`config.mk`:
```
export PLATFORM = sky130hd
export DESIGN_NAME = debug_unit
export DESIGN_NICKNAME = d
export VERILOG_FILES = /design/src/rtl/debug_unit_pkg.sv /design/src/rtl/dunit_tx_serializer.sv /design/src/rtl/debug_unit.sv
export SDC_FILE = /design/constraint.sdc
export NUM_CORES = 1
export LEC_CHECK = 0
export CAP_MARGIN = 20
export CORE_MARGIN = 3
export CORE_UTILIZATION = 40
export CTS_CLUSTER_DIAMETER = 200
export CTS_CLUSTER_SIZE = 28
export DETAILED_ROUTE_END_ITERATION = 12
export DONT_BUFFER_PORTS = 1
export SLEW_MARGIN = 10
export SYNTH_ARGS = -nofsm -noshare
export SYNTH_HDL_FRONTEND = slang
export SYNTH_SLANG_ARGS = --single-unit
```
`constraint.sdc`:
```
create_clock -name i_clk -period 5.5 [get_ports i_clk]
set_clock_uncertainty 0.05 [all_clocks]
set_input_delay 1.65 -clock i_clk [delete_from_list [all_inputs] [get_ports i_clk]]
set_output_delay 1.65 -clock i_clk [all_outputs]
set_load 0.03 [all_outputs]
```
`src/rtl/debug_unit_pkg.sv`:
```
// Shared constants and types for the debug unit: host command bytes, FSM states, dump phases.
package debug_unit_pkg;

  localparam logic [7:0] CMD_LOAD  = 8'h4C;  // 'L'
  localparam logic [7:0] CMD_RESET = 8'h52;  // 'R'
  localparam logic [7:0] CMD_CONT  = 8'h43;  // 'C'
  localparam logic [7:0] CMD_STEP  = 8'h53;  // 'S'
  localparam logic [7:0] ACK       = 8'h06;

  localparam int unsigned BYTES_PER_WORD = 4;
  localparam int unsigned NB_BYTE        = 8;
  localparam int unsigned NB_WORD        = BYTES_PER_WORD * NB_BYTE;

  typedef enum logic [3:0] {
    IDLE,
    LOAD,
    LOAD_WR,
    RUN,
    STEP,
    DUMP_ADDR,
    DUMP_LATCH,
    DUMP_SEND,
    DONE
  } state_e;

  typedef enum logic [1:0] {
    PH_REG,
    PH_MEM,
    PH_CNT
  } dump_phase_e;

endpackage

```
`src/rtl/dunit_tx_serializer.sv`:
```
// Sends a 32-bit word as 4 bytes, MSB first, over a valid/ready handshake; pulses o_done
// on the final byte transfer. Valid drops for one cycle after every transfer.
module dunit_tx_serializer
  import debug_unit_pkg::*;
(
  input  logic               i_clk,
  input  logic               i_reset,
  input  logic               i_load,
  input  logic [NB_WORD-1:0] i_word,
  output logic               o_valid,
  output logic [NB_BYTE-1:0] o_data,
  input  logic               i_ready,
  output logic               o_done
);

  logic [NB_WORD-1:0] shift_q, shift_d;
  logic [1:0]         cnt_q, cnt_d;
  logic               busy_q, busy_d;
  logic               gap_q, gap_d;
  logic               xfer;

  assign o_valid = busy_q & ~gap_q;
  assign o_data  = o_valid ? shift_q[NB_WORD-1 -: NB_BYTE] : '0;
  assign xfer    = o_valid & i_ready;
  assign o_done  = xfer && (cnt_q == 2'(BYTES_PER_WORD - 1));

  always_comb begin
    shift_d = shift_q;
    cnt_d   = cnt_q;
    busy_d  = busy_q;
    gap_d   = 1'b0;
    if (i_load) begin
      shift_d = i_word;
      cnt_d   = '0;
      busy_d  = 1'b1;
    end else if (xfer) begin
      shift_d = shift_q << NB_BYTE;
      cnt_d   = cnt_q + 2'd1;
      gap_d   = 1'b1;
      if (cnt_q == 2'(BYTES_PER_WORD - 1)) busy_d = 1'b0;
    end
  end

  always_ff @(posedge i_clk) begin
    if (i_reset) begin
      shift_q <= '0;
      cnt_q   <= '0;
      busy_q  <= 1'b0;
      gap_q   <= 1'b0;
    end else begin
      shift_q <= shift_d;
      cnt_q   <= cnt_d;
      busy_q  <= busy_d;
      gap_q   <= gap_d;
    end
  end

endmodule

```
`src/rtl/debug_unit.sv`:
```
// Host-side debug controller: loads imem, runs/steps the core, dumps regs + dmem over UART.
// Optional DUNIT_CYCLE_COUNT_EN appends a 32-bit enabled-cycle counter to each dump.
module debug_unit
  import debug_unit_pkg::*;
#(
  parameter int unsigned        NB_REG     = 32,
  parameter int unsigned        NB_ADDR    = 5,
  parameter int unsigned        IMEM_WORDS = 128,
  parameter int unsigned        DMEM_WORDS = 32,
  parameter logic [NB_REG-1:0]  HALT_INST  = 32'hFFFF_FFFF
) (
  input  logic              i_clk,
  input  logic              i_reset,
  input  logic              i_rx_valid,
  input  logic [7:0]        i_rx_data,
  output logic              o_tx_valid,
  output logic [7:0]        o_tx_data,
  input  logic              i_tx_ready,
  input  logic              i_halt,
  input  logic [NB_REG-1:0] i_dunit_reg,
  input  logic [NB_REG-1:0] i_dunit_mem_data,
  output logic              o_dunit_clk_en,
  output logic              o_dunit_reset_pc,
  output logic              o_dunit_w_mem,
  output logic [NB_REG-1:0] o_dunit_addr,
  output logic [NB_REG-1:0] o_dunit_data_if
);

  localparam logic [NB_REG-1:0] REG_LAST  = NB_REG'((2 ** NB_ADDR) - 1);
  localparam logic [NB_REG-1:0] MEM_LAST  = NB_REG'(DMEM_WORDS - 1);
  localparam logic [NB_REG-1:0] IMEM_LAST = NB_REG'(IMEM_WORDS - 1);

  state_e            state_q, state_d;
  dump_phase_e       phase_q, phase_d;
  logic [NB_REG-1:0] idx_q, idx_d;
  logic [NB_REG-1:0] word_q, word_d;
  logic [1:0]        byte_cnt_q, byte_cnt_d;
  logic              ack_q, ack_d;
  logic              reset_pc_q, reset_pc_d;

  logic               clk_en;
  logic [NB_REG-1:0]  dump_addr;
  logic               ser_load;
  logic [NB_WORD-1:0] ser_word;
  logic               ser_valid;
  logic [7:0]         ser_data;
  logic               ser_done;
  logic [NB_WORD-1:0] cycle_word;

`ifdef DUNIT_CYCLE_COUNT_EN
  logic [31:0] cyc_q, cyc_d;
  logic        cyc_clr;

  assign cyc_clr = (state_q == IDLE) && i_rx_valid &&
                   ((i_rx_data == CMD_LOAD) || (i_rx_data == CMD_RESET));

  always_comb begin
    cyc_d = cyc_q;
    if (cyc_clr)     cyc_d = '0;
    else if (clk_en) cyc_d = cyc_q + 32'd1;
  end

  always_ff @(posedge i_clk) begin
    if (i_reset) cyc_q <= '0;
    else         cyc_q <= cyc_d;
  end

  assign cycle_word = NB_WORD'(cyc_q);
`else
  assign cycle_word = '0;
`endif

  // Registers are indexed by number, data memory by byte address.
  assign dump_addr = (phase_q == PH_REG) ? idx_q : (idx_q << 2);

  always_comb begin
    unique case (phase_q)
      PH_REG:  ser_word = NB_WORD'(i_dunit_reg);
      PH_MEM:  ser_word = NB_WORD'(i_dunit_mem_data);
      default: ser_word = cycle_word;
    endcase
  end

  always_comb begin
    state_d         = state_q;
    phase_d         = phase_q;
    idx_d           = idx_q;
    word_d          = word_q;
    byte_cnt_d      = byte_cnt_q;
    ack_d           = ack_q & ~i_tx_ready;
    reset_pc_d      = 1'b0;
    clk_en          = 1'b0;
    o_dunit_w_mem   = 1'b0;
    o_dunit_addr    = '0;
    o_dunit_data_if = '0;
    ser_load        = 1'b0;

    unique case (state_q)
      IDLE: begin
        if (i_rx_valid) begin
          unique case (i_rx_data)
            CMD_LOAD: begin
              state_d    = LOAD;
              idx_d      = '0;
              byte_cnt_d = '0;
            end
            CMD_RESET: begin
              reset_pc_d = 1'b1;
              ack_d      = 1'b1;
            end
            CMD_CONT: state_d = RUN;
            CMD_STEP: state_d = STEP;
            default: ;
          endcase
        end
      end
      LOAD: begin
        if (i_rx_valid) begin
          word_d     = {word_q[NB_REG-9:0], i_rx_data};
          byte_cnt_d = byte_cnt_q + 2'd1;
          if (byte_cnt_q == 2'd3) state_d = LOAD_WR;
        end
      end
      LOAD_WR: begin
        o_dunit_w_mem   = 1'b1;
        o_dunit_addr    = idx_q << 2;
        o_dunit_data_if = word_q;
        idx_d           = idx_q + 1'b1;
        byte_cnt_d      = '0;
        if ((word_q == HALT_INST) || (idx_q == IMEM_LAST)) begin
          ack_d   = 1'b1;
          state_d = IDLE;
        end else begin
          state_d = LOAD;
        end
      end
      RUN, STEP: begin
        clk_en = ~i_halt;
        if (i_halt || (state_q == STEP)) begin
          state_d = DUMP_ADDR;
          phase_d = PH_REG;
          idx_d   = '0;
        end
      end
      DUMP_ADDR: begin
        o_dunit_addr = dump_addr;
        state_d      = DUMP_LATCH;
      end
      DUMP_LATCH: begin
        o_dunit_addr = dump_addr;
        if (!ack_q) begin
          ser_load = 1'b1;
          state_d  = DUMP_SEND;
        end
      end
      DUMP_SEND: begin
        if (ser_done) begin
          idx_d   = idx_q + 1'b1;
          state_d = DUMP_ADDR;
          unique case (phase_q)
            PH_REG: begin
              if (idx_q == REG_LAST) begin
                idx_d   = '0;
                phase_d = PH_MEM;
              end
            end
            PH_MEM: begin
              if (idx_q == MEM_LAST) begin
`ifdef DUNIT_CYCLE_COUNT_EN
                idx_d   = '0;
                phase_d = PH_CNT;
`else
                state_d = DONE;
`endif
              end
            end
            default: state_d = DONE;
          endcase
        end
      end
      DONE: begin
        // First DONE cycle is the mandatory idle gap after the last data byte.
        if (ack_q) begin
          if (i_tx_ready) state_d = IDLE;
        end else begin
          ack_d = 1'b1;
        end
      end
      default: state_d = IDLE;
    endcase
  end

  always_ff @(posedge i_clk) begin
    if (i_reset) begin
      state_q    <= IDLE;
      phase_q    <= PH_REG;
      idx_q      <= '0;
      word_q     <= '0;
      byte_cnt_q <= '0;
      ack_q      <= 1'b0;
      reset_pc_q <= 1'b0;
    end else begin
      state_q    <= state_d;
      phase_q    <= phase_d;
      idx_q      <= idx_d;
      word_q     <= word_d;
      byte_cnt_q <= byte_cnt_d;
      ack_q      <= ack_d;
      reset_pc_q <= reset_pc_d;
    end
  end

  dunit_tx_serializer u_ser (
    .i_clk   (i_clk),
    .i_reset (i_reset),
    .i_load  (ser_load),
    .i_word  (ser_word),
    .o_valid (ser_valid),
    .o_data  (ser_data),
    .i_ready (i_tx_ready & ~ack_q),
    .o_done  (ser_done)
  );

  assign o_tx_valid       = ack_q | ser_valid;
  assign o_tx_data        = ack_q ? ACK : ser_data;
  assign o_dunit_clk_en   = clk_en;
  assign o_dunit_reset_pc = reset_pc_q;

endmodule

```
==> results of run 1 <==
-- layer usage --
layer / global-route usage / part of all wire
met5: 0 / 0
met4: 0.0647 / 0.014
met3: 0.0386 / 0.064
met2: 0.329 / 0.50
met1: 0.245 / 0.43
-- registers in the layout, summed over array words and instances (netlist names) --
signal	count
phase_q	1
ack_q	1
o_dunit_reset_pc	1
u_ser.gap_q	1
u_ser.cnt_q	2
byte_cnt_q	2
word_q	32
u_ser.shift_q	32
state_q	4
idx_q	32
u_ser.busy_q	1
-- cell usage after synthesis, drive strengths merged, types with 10 or more instances --
| cell | count |
|---|---|
| o21ai | 12 |
| and3 | 15 |
| nor2 | 48 |
| a211oi | 19 |
| nor4 | 13 |
| a22o | 30 |
| nand2 | 118 |
| a21oi | 72 |
| nand4 | 24 |
| clkbuf | 59 |
| mux2 | 26 |
| a22oi | 35 |
| dfxtp | 109 |
| nor3 | 19 |
| o31ai | 10 |
| and2 | 51 |
| buf | 11 |
| nand3 | 13 |
-- kinds of logic (layout without fill, tap and decap cells) --
kind of cell | after synthesis | in the layout | share of synthesized area
mux | 35 | 35 | 0.0615
buf+inv | 78 | 36 | 0.0493
fa+ha+maj | 3 | 3 | 0.00603
simple gates | 351 | 351 | 0.299
compound gates | 212 | 212 | 0.232
flops | 109 | 109 | 0.351
xor+xnor | 1 | 1 | 0.00141
-- worst max-delay path: stages, from the launching register on --
cell	delay (ns)
sky130_fd_sc_hd__dfxtp_1	0.74
sky130_fd_sc_hd__nor2b_1	0.30
sky130_fd_sc_hd__o211a_1	0.78
sky130_fd_sc_hd__a22o_1	0.45
-- final cells by class --
| cell class | count | area [µm²] |
|---|---|---|
| Inverter | 8 | 30.0 |
| Tap cell | 184 | 230 |
| Fill cell | 1476 | 8260 |
| Clock inverter | 7 | 72.6 |
| Multi-Input combinational cell | 602 | 3750 |
| Sequential cell | 109 | 2180 |
| Timing Repair Buffer | 12 | 109 |
| Clock buffer | 9 | 225 |
-- report_power, final --
group / switching [mW] / internal [mW]
sequential: 0.00145 / 0.789
clock: 0.303 / 0.355
combinational: 0.0121 / 0.0132
-- placed cells by master (no fill, tap or decap), types with 19 or more instances in the layout --
master | Yosys | final
sky130_fd_sc_hd__a211oi_1 | 19 | 19
sky130_fd_sc_hd__a21oi_1 | 72 | 72
sky130_fd_sc_hd__a22o_1 | 29 | 29
sky130_fd_sc_hd__a22oi_1 | 35 | 35
sky130_fd_sc_hd__and2_1 | 51 | 51
sky130_fd_sc_hd__dfxtp_1 | 109 | 108
sky130_fd_sc_hd__mux2_2 | 26 | 26
sky130_fd_sc_hd__nand2_1 | 118 | 118
sky130_fd_sc_hd__nand4_1 | 23 | 23
sky130_fd_sc_hd__nor2_1 | 48 | 47
-- path summary, 6_finish.rpt --
path	startpoint	end	slack (ns)
max	state_q[0]$_SDFFE_PP0P_	o_dunit_addr[27]	1.17
min	u_ser.shift_q[9]$_SDFFE_PP0P_	u_ser.shift_q[17]$_SDFFE_PP0P_	0.40
max reg2reg	state_q[2]$_SDFFE_PP0P_	idx_q[23]$_SDFFE_PP0P_	2.25
min reg2reg	u_ser.shift_q[9]$_SDFFE_PP0P_	u_ser.shift_q[17]$_SDFFE_PP0P_	0.40
-- through the flow --
step | hold slack (ns) | worst slack [ns] | instance area, µm² | instances | util
6_report | 0.403 | 1.17 | 6610 | 931 | 0.444
5_1_grt | 0.424 | 0.938 | 6610 | 931 | 0.444
4_1_cts | 0.407 | 0.859 | 6560 | 928 | 0.442
3_5_place_dp | 0.395 | 1.24 | 6270 | 912 | 0.422
3_3_place_gp | 0.383 | 1.40 | 6270 | 912 | 0.422
2_1_floorplan | 0.382 | 1.42 | 6220 | 789 | -
==> metrics list, run 1 <==
- Outcome: finished clean
- Measured along the x axis, the die boundary spans 131 µm.
- Total power after layout: 1.47 mW
- Worst EP required: 3.80 ns
- Data arrival time of the critical path: 2.63 ns
- Vias per std cell: 6.26
- Number of synthesis warnings: 0
* Starting density of the core: 0.419
- Once detailed placement completed, the half-perimeter wirelength came to 11.6 mm.
- In the final routed layout, each cell accounts on average for 18.3 µm.
- Synth Cell Area: 6220 µm²
- Number of nets with antenna violations after detailed routing: 0
- The count of buffers added on input and output ports is 0.
* Fraction of synthesis flops using an asynchronous set or reset pin: 0
- From synthesis to final layout, the design area changed by 6.17%.
- The number of global-route vias before repair was 5376.
* Vias after detailed routing: 5832
- Largest area contributor in the synthesized netlist: sky130_fd_sc_hd__dfxtp_1
- CTS tree: built
- Max H-tree Level: 3
- Headroom to the max-slew limit came out at 0.292.
* First-pass DRT Iterations: 5
- Area enclosed by the die boundary: 17100 µm²
- Max Cap Viol: 0
- The number of nets handed over by synthesis was 869.
- Top flip-flop cell by instance count after synthesis: sky130_fd_sc_hd__dfxtp_1
- Hold-fix buffer count after cts: 0
- Routed wire length: 17.0 mm
- For the worst flop-to-flop path, the logic depth is 7.
* First-pass GRT wire length: 26.8 mm
- The worst setup path is launched from a flip-flop.
- Number of instances in the synthesized netlist: 789
* Sort of element at the end of the critical path: output port
* Fin Setup TNS: 0 ns
- Counting distinct cell types in the post-synthesis netlist gives 64.
- Portion of the clock cycle consumed by the worst path in the final layout: 0.788
* Count of clock tree sinks: 109
- Global-route usage over all layers: 0.193
* Min-Delay Path Class: flip-flop to flip-flop
* I/O pin count: 153
* Share of post-route cells with drive strength above 1: 0.0964
* Synth Area per Inst: 7.88 µm²
- Clock tree synthesis inserted a total of 9 buffers.
- In this run, the number of DRC markers left after iteration 0 of detailed routing was 394.
- Crit path time final: 4.33 ns
* Peak ir drop on the vdd network: 0.000137 V
* Final Hold Violating Endpoints: 0
* Clock Path Buffers: 2
* Die outline height: 131 µm
* Slew Limit Fails: 0
* # diodes: 0
* F_max: 231 MHz
* Synth Register Bits: 109
- The later pin in the worst-skew pair is clocked with a latency of 0.35 ns.
* Clk slew on worst S/H paths: 0.07 ns
- Total of endpoints with negative setup slack in the final report: 0
- Counting flops with a built-in enable in the synthesized netlist gives 0.
- Power density over the cells: 223 nW/µm²
- Share of the synthesized area in the top cell type: 0.351
- Total congestion overflow: 0
- Highest net fanout along the worst path: 32
- Worst Path Class, Setup: flip-flop to output port
* Leakage power: 2.14 nW
* Hold-critical path depth: 2
* Top area cells in the synthesized netlist: sky130_fd_sc_hd__dfxtp_1 35%, sky130_fd_sc_hd__nand2_1 7.1%, sky130_fd_sc_hd__a21oi_1 5.8%, sky130_fd_sc_hd__and2_1 5.1%, sky130_fd_sc_hd__mux2_2 4.7%
- Row generation in the floorplan step produced 44 rows.
- Number of remaining DRC errors: 0
- Least-Margin Pin Slew: 1.06 ns
- Setup repair after global routing missed its margin: no
* Cell at the root of the clock tree: sky130_fd_sc_hd__clkbuf_16
- Initial antenna violation count: 0
- Cts repair resizes: 0
- In this run the post-CTS setup repair buffer count came out at 0.
- Maximum number of pins on one net before global-route repair: 115
- The core region is 14900 µm².
- GPL Wtd Cong: 0.851
* Final #Nets: 822
* Portion of the post-synthesis area used by sequential elements: 0.351
Note: power is estimated with default switching activity, not from simulation.
==> run 2, diff against run 1 <==
--- a/config.mk
+++ b/config.mk
@@ -5,6 +5,7 @@
 export SDC_FILE = /design/constraint.sdc
 export NUM_CORES = 1
 export LEC_CHECK = 0
+export ABC_AREA = 1
 export CAP_MARGIN = 20
 export CORE_MARGIN = 3
 export CORE_UTILIZATION = 40
==> constraint.sdc (replaced) <==
create_clock -name i_clk -period 4.2 [get_ports i_clk]
set_clock_uncertainty 0.05 [all_clocks]
set_input_delay 1.26 -clock i_clk [delete_from_list [all_inputs] [get_ports i_clk]]
set_output_delay 1.26 -clock i_clk [all_outputs]
set_load 0.03 [all_outputs]
==> metrics list, run 2 <==
- Outcome: finished clean
- The internal power of the cells totals 1.52 mW.
- First-pass GRT wire length: 27.2 mm
- Cell at the root of the clock tree: sky130_fd_sc_hd__clkbuf_16
- The first routing iteration left 428 violations.
- Max H-tree Level: 3
- Of the total power, combinational logic draws 0.027.
* Total net switching power: 0.457 mW
- In this run the cell area of the synthesized design comes to 6240 µm².
* Hold-critical path depth: 2
- Counting both buffers and inverters, the worst setup path holds a total of 2.
- GPL Wtd Cong: 0.919
- Sequential share of power: 0.524
* First-pass DRT Iterations: 5
* Worst-path cell with the longest stage delay: sky130_fd_sc_hd__nand2_1
* Crit path time final: 3.86 ns
* Routed wire length: 16.9 mm
- Largest area contributor in the synthesized netlist: sky130_fd_sc_hd__dfxtp_1
- Number of CTS-inserted buffers: 9
- Once the clock tree was built, the resizer swapped 0 gates to a different size.
* Top area cells in the synthesized netlist: sky130_fd_sc_hd__dfxtp_1 35%, sky130_fd_sc_hd__nand2_1 17%, sky130_fd_sc_hd__nor2_1 9.6%, sky130_fd_sc_hd__inv_1 6.2%, sky130_fd_sc_hd__o21ai_0 5.6%
* Total congestion overflow: 0
* Number of instances in the synthesized netlist: 1009
* Global-route usage over all layers: 0.198
* Synth Area per Inst: 6.19 µm²
- The region available for standard cell placement spans 15300 µm².
- During synthesis, Yosys emitted a total of 0 warnings.
- CP Launch Type: flip-flop
- Of the total power, the share spent switching nets is 0.231.
- The largest registers in the layout are idx_q (32), u_ser.shift_q (32), word_q (32).
- Counting cells, the worst reg-to-reg path comes to 9.
- The top cell types in the final layout, fill and taps aside, are 279 x sky130_fd_sc_hd__nand2_1, 160 x sky130_fd_sc_hd__nor2_1, 109 x sky130_fd_sc_hd__dfxtp_1, 103 x sky130_fd_sc_hd__inv_1, 70 x sky130_fd_sc_hd__o21ai_0.
* Die outline height: 131 µm
* Cell occurring most often along the worst timing path: sky130_fd_sc_hd__nand2_1
- Crit-path cells: inv_2 -> nor2_4 -> nand3_2 -> nand2_1 -> nand2_1 -> o22ai_1 -> buf_4
- I/O pin count: 153
- Least-Margin Pin Slew: 1.03 ns
- For this run, global-route usage on met1 was measured as 0.271.
- Number of nets produced by synthesis: 1089
* Synth-to-layout area growth: 10.7%
- Routed wire per std cell: 13.7 µm
- In this run the number of cells on the critical path is 7.
* Count of clock tree sinks: 109
- After detailed placement, the design holds a cell count of 1215.
- Relative max-transition margin: 0.309
- In the final layout, the share of cells above drive strength 1 is 0.0824.
- Detailed routing inserted a total of 6167 vias.
- Timing would allow up to 259 MHz.
- Clk pwr share: 0.449
- Summed over all failing endpoints, the final setup total negative slack is 0 ns.
- Leading cell types by count after synthesis: 279 x sky130_fd_sc_hd__nand2_1, 160 x sky130_fd_sc_hd__nor2_1, 109 x sky130_fd_sc_hd__dfxtp_1
* Distinct cells, synth: 37
- Most frequent cell after synthesis: sky130_fd_sc_hd__nand2_1
* Count of flip-flops with a built-in enable after synthesis: 0
- At the worst endpoint, the arrival time is 2.55 ns.
- Highest net fanout along the worst path: 32
* Min-Delay Path Class: flip-flop to flip-flop
- Number of setup buffers added after CTS: 0
- Fraction of the core area covered by cells at the end of the flow: 0.453
* Peak ir drop on the vdd network: 0.000193 V
- The longest clock path from root to sink contains 2 buffers.
- Once layout is complete, the cells apart from fillers number 1231.
- Total of endpoints with negative setup slack in the final report: 0
- Starting density of the core: 0.409
- At the later pin of the worst-skew pair, clock insertion delay measures 0.35 ns.
- # diodes: 0
- Number of remaining DRC errors: 0
- The die covers 17100 µm².
* CTS tree: built
- Fraction of synthesis flops using an asynchronous set or reset pin: 0
- At the end of the flow, the number of nets in the layout was 1095.
* Worst Path Class, Setup: flip-flop to output port
* Vias per std cell: 5.01
* GR met2 Demand/Resource: 0.319
* Maximum number of pins on one net before global-route repair: 65
- Dividing the final minimum period by the clock period gives 0.920.
- Of the post-synthesis cell area, the dominant cell type holds 0.349.
- Total half-perimeter wirelength after legalization and detailed placement: 12.6 mm
- STA classifies the critical path endpoint as an output port.
- For the worst setup path, the data required time is 2.89 ns.
* Chip Width: 131 µm
- Count of input and output buffers: 0
* Setup repair after global routing missed its margin: no
- The kind of cell with the highest combined delay along the critical path is simple AND/OR/NAND/NOR gates.
* Portion of the post-synthesis area used by sequential elements: 0.349
* Final Hold Violating Endpoints: 0
* Cell Rows: 45
* Slew Limit Fails: 0
* Max Cap Viol: 0
- Top flip-flop cell by instance count after synthesis: sky130_fd_sc_hd__dfxtp_1
- The library cell used most frequently in the layout, excluding fill and tap cells, is sky130_fd_sc_hd__nand2_1.
- Initial antenna violation count: 0
* Met3 layer usage reported by global route: 0.0358
* Most utilized layer in the global route result: met2
- Clk slew on worst S/H paths: 0.07 ns
- Worst stage delay on the critical path: 0.60 ns
- The number of global-route vias before repair came to 5652.
- Hold-fix buffer count after cts: 0
- Leakage power: 2.58 nW
- Across all register-to-register paths, the minimum setup slack is 1.91 ns.
- Number of nets with antenna violations after detailed routing: 0
- The synthesized design contains 109 register bits.
- Power density over the cells: 287 nW/µm²
run 2: changes by cell type in the layout (fill, tap and decap cells not counted), moves of 29 or more:
cell	before	now
sky130_fd_sc_hd__o21ai_0	12	70
sky130_fd_sc_hd__nand2_1	118	279
sky130_fd_sc_hd__a22oi_1	35	0
sky130_fd_sc_hd__inv_1	8	103
sky130_fd_sc_hd__buf_4	9	42
sky130_fd_sc_hd__and2_1	51	0
sky130_fd_sc_hd__a22o_1	29	0
sky130_fd_sc_hd__o22ai_1	1	31
sky130_fd_sc_hd__nor2_1	47	160
run 2: layout make-up:
| type | instances | area [µm²] |
|---|---|---|
| well taps | 211 | 264 |
| fillers | 1656 | 8340 |
| flip-flops and latches | 109 | 2180 |
| multi-input cells | 742 | 3430 |
| clock inverters | 7 | 82.6 |
| inverters | 111 | 417 |
| clock buffers | 9 | 225 |
| repair buffers | 42 | 315 |
run 2: stage by stage:
step	area, µm²	worst slack (ns)	hold slack [ns]	total power, mW
after global placement	6610	0.784	0.401	1.12
final	6920	0.337	0.412	1.98
after global routing	6920	0.164	0.437	2.05
after CTS	6920	0.319	0.417	2.01
after detailed placement	6610	0.707	0.406	1.12
after floorplan	6240	1.01	0.388	1.11
run 2: power by group through the flow:
| stage | Sequential (mW) | Clock, mW | Combinational (mW) |
|---|---|---|---|
| 5_1_grt | 1.04 | 0.952 | 0.0641 |
| 6_report | 1.04 | 0.890 | 0.0541 |
| 2_1_floorplan | 1.06 | 0 | 0.0469 |
| 4_1_cts | 1.04 | 0.917 | 0.0548 |
| 3_5_place_dp | 1.06 | 0 | 0.0547 |
| 3_3_place_gp | 1.06 | 0 | 0.0549 |
run 2: path summary, 6_finish.rpt:
kind,from,to
hold reg to reg,byte_cnt_q[1]$_SDFFE_PP0P_,byte_cnt_q[1]$_SDFFE_PP0P_
setup / recovery,state_q[2]$_SDFFE_PP0P_,o_dunit_addr[30]
hold / removal,byte_cnt_q[1]$_SDFFE_PP0P_,byte_cnt_q[1]$_SDFFE_PP0P_
setup reg to reg,state_q[2]$_SDFFE_PP0P_,u_ser.shift_q[1]$_SDFFE_PP0P_
run 2: cells by family after synthesis:
logic type,synth area share
flip-flops,0.349
buffers and inverters,0.102
XOR/XNOR,0.0238
adder cells (fa/ha/maj),0.00601
AO/OA/AOI/OAI,0.171
AND/OR/NAND/NOR,0.348
run 2: per-layer routing:
layer  vias to the layer above  share of wire
met4                         0          0.014
met3                        16          0.068
met2                       176           0.44
met1                      2716           0.48
li1                       3259              -
met5                         -              0
run 2: tightest hold or removal path, delay by kind of cell (launching register included):
family	cells	cell delay [ns]
simple gates	1	0.06
flops	1	0.31
compound gates	1	0.05
==> run 3, diff against run 2 <==
--- a/config.mk
+++ b/config.mk
@@ -13,6 +13,7 @@
 export CTS_CLUSTER_SIZE = 28
 export DETAILED_ROUTE_END_ITERATION = 12
 export DONT_BUFFER_PORTS = 1
+export MAX_ROUTING_LAYER = met4
 export SLEW_MARGIN = 10
 export SYNTH_ARGS = -nofsm -noshare
 export SYNTH_HDL_FRONTEND = slang
==> metrics list, run 3 (synthesis gave the netlist of run 2 again) <==
- Outcome: finished clean
- Total half-perimeter wirelength after legalization and detailed placement: 13.0 mm
- Maximum number of pins on one net before global-route repair: 41
- Number of setup buffers added after CTS: 0
- From left edge to right edge, the die measures 131 µm.
- Measured on the finished design, the core utilization comes to 0.453.
- Max H-tree Level: 3
* Vias after detailed routing: 6199
- CP Launch Type: flip-flop
- The later pin in the worst-skew pair is clocked with a latency of 0.36 ns.
- Core Region: 15300 µm²
- Final critical-path setup slack: 0.339 ns
* F_max: 259 MHz
- Worst Path Class, Setup: flip-flop to output port
- IR analysis of the VDD net gives a maximum drop of 0.000223 V.
* Routed wire per std cell: 14.1 µm
* Worst EP required: 2.89 ns
* Sort of element at the end of the critical path: output port
- After clock tree synthesis, the flow added hold-fix buffers numbering 0.
- Setup violations remaining at the end of the flow were counted as 0.
- Counting every sink on the clock net gives 109.
- Clock-pin slew was measured on the worst setup and hold paths at 0.07 ns.
- In the global route stage, met3 resource usage came out at 0.0313.
- Power density over the cells: 283 nW/µm²
- Clock Path Buffers: 2
* Fin Setup TNS: 0 ns
* Max Cap Viol: 0
- Final #Nets: 1096
* Worst stage delay on the critical path: 0.60 ns
* Slew Limit Fails: 0
* Initial antenna violation count: 0
- Number of remaining DRC errors: 0
* Min-Delay Path Class: flip-flop to flip-flop
- Leaving out fill and tap cells, the most frequent cells in the layout are 279 x sky130_fd_sc_hd__nand2_1, 160 x sky130_fd_sc_hd__nor2_1, 109 x sky130_fd_sc_hd__dfxtp_1, 103 x sky130_fd_sc_hd__inv_1, 70 x sky130_fd_sc_hd__o21ai_0.
- Die outline height: 131 µm
* Crit path time final: 3.86 ns
- CTS tree: built
- CP delay by family, top: simple AND/OR/NAND/NOR gates
- Most frequent standard cell in the layout excluding fill and tap cells: sky130_fd_sc_hd__nand2_1
- For this run, the total global-route usage over all layers was measured as 0.209.
- The final-report hold violation count came to 0.
- Relative max-transition margin: 0.296
* Data arrival time of the critical path: 2.55 ns
- Most utilized layer in the global route result: met2
* Least-Margin Pin Slew: 1.05 ns
* Cell occurring most often along the worst timing path: sky130_fd_sc_hd__nand2_1
* Share of post-route cells with drive strength above 1: 0.0833
- The number of global-route vias before repair was 5597.
- Highest net fanout along the worst path: 32
- At the end of routability-driven placement, the weighted congestion stood at 0.917.
* Cell Rows: 45
- In this run the count of I/O pins placed on the die edge is 153.
- Starting density of the core: 0.409
- The largest registers in the layout are idx_q (32), u_ser.shift_q (32), word_q (32).
* GR Util met1: 0.278
- Setup repair after global routing missed its margin: no
* Number of CTS-inserted buffers: 9
- Portion of the clock cycle consumed by the worst path in the final layout: 0.919
- For this block, the initial DRC count from the detailed router was 355.
- # diodes: 0
- Dividing the detail-routed via count by the number of cells gives 5.03.
* Synth-to-layout area growth: 10.7%
- Traced cell by cell, the critical path runs through inv_2 -> nor2_4 -> nand3_2 -> nand2_1 -> nand2_1 -> o22ai_1 -> buf_4.
* Count of input and output buffers: 0
- Timing analysis after detailed placement gives a worst setup slack of 0.720 ns.
* Number of nets with antenna violations after detailed routing: 0
- The first global-routing pass estimated 27.8 mm of wire.
- Together, buffers and inverters on the worst path number 2.
- The tree is rooted in a sky130_fd_sc_hd__clkbuf_16.
- In this run, post-CTS repair resized a total of 0 instances.
* Worst-path cell with the longest stage delay: sky130_fd_sc_hd__nand2_1
- First-pass DRT Iterations: 5
* Leakage power: 2.59 nW
* GR met2 Demand/Resource: 0.332
- For this run the aggregate overflow at the end of global routing stands at 0.
- The floorplan step defined a die boundary enclosing 17100 µm².
* Routed wire length: 17.4 mm
## run 3: changes by cell type in the layout (fill, tap and decap cells not counted)
cell	delta
sky130_fd_sc_hd__bufinv_16	-1
sky130_fd_sc_hd__clkinvlp_4	-2
sky130_fd_sc_hd__clkbuf_8	+2
sky130_fd_sc_hd__buf_4	+1
sky130_fd_sc_hd__clkinv_2	+1
## run 3: worst register-to-register path: stages, from the launching register on
cell                      delay (ns)
sky130_fd_sc_hd__dfxtp_1        0.36
sky130_fd_sc_hd__nor2_2         0.23
sky130_fd_sc_hd__nand2_1        0.10
sky130_fd_sc_hd__nor2_1         0.24
sky130_fd_sc_hd__nand2_1        0.54
sky130_fd_sc_hd__buf_4          0.42
sky130_fd_sc_hd__o21ai_0        0.20
sky130_fd_sc_hd__a21oi_1        0.06
## run 3: layer usage
metal / part of all wire / routed length (µm) / vias up
met1: 0.49 / 8440 / 2754
met3: 0.056 / 968 / 11
li1: - / - / 3254
met2: 0.45 / 7780 / 180
met5: 0 / 0 / -
met4: 0.011 / 189 / 0
## run 3: where the power goes
part	total [mW]	switching (mW)	internal, mW
registers	1.04	0.00254	1.04
clock network	0.859	0.416	0.443
logic	0.0549	0.0377	0.0172
## run 3: path summary, 6_finish.rpt
kind,cells after the start,from,slack [ns],end
max,7,state_q[2]$_SDFFE_PP0P_,0.34,o_dunit_addr[30]
min,2,u_ser.shift_q[2]$_SDFFE_PP0P_,0.41,u_ser.shift_q[2]$_SDFFE_PP0P_
max reg2reg,7,state_q[3]$_SDFFE_PP0P_,1.87,word_q[14]$_SDFFE_PP0P_
min reg2reg,2,u_ser.shift_q[2]$_SDFFE_PP0P_,0.41,u_ser.shift_q[2]$_SDFFE_PP0P_
## run 3: through the flow
| step | total power [mW] | hold slack, ns | cell area (µm²) | cells |
|---|---|---|---|---|
| finish | 1.95 | 0.407 | 6910 | 1232 |
| global route | 2.01 | 0.434 | 6910 | 1232 |
| CTS | 1.97 | 0.411 | 6910 | 1232 |
| detailed placement | 1.12 | 0.399 | 6620 | 1216 |
| global placement | 1.12 | 0.397 | 6620 | 1216 |
| floorplan | 1.11 | 0.388 | 6240 | 1009 |
## run 3: area by class of cell
class                   instances  area (µm²)
inverters                     111         417
fillers                      1685        8350
flip-flops and latches        109        2180
well taps                     211         264
clock inverters                 5        42.5
clock buffers                  11         253
multi-input cells             742        3430
repair buffers                 43         323
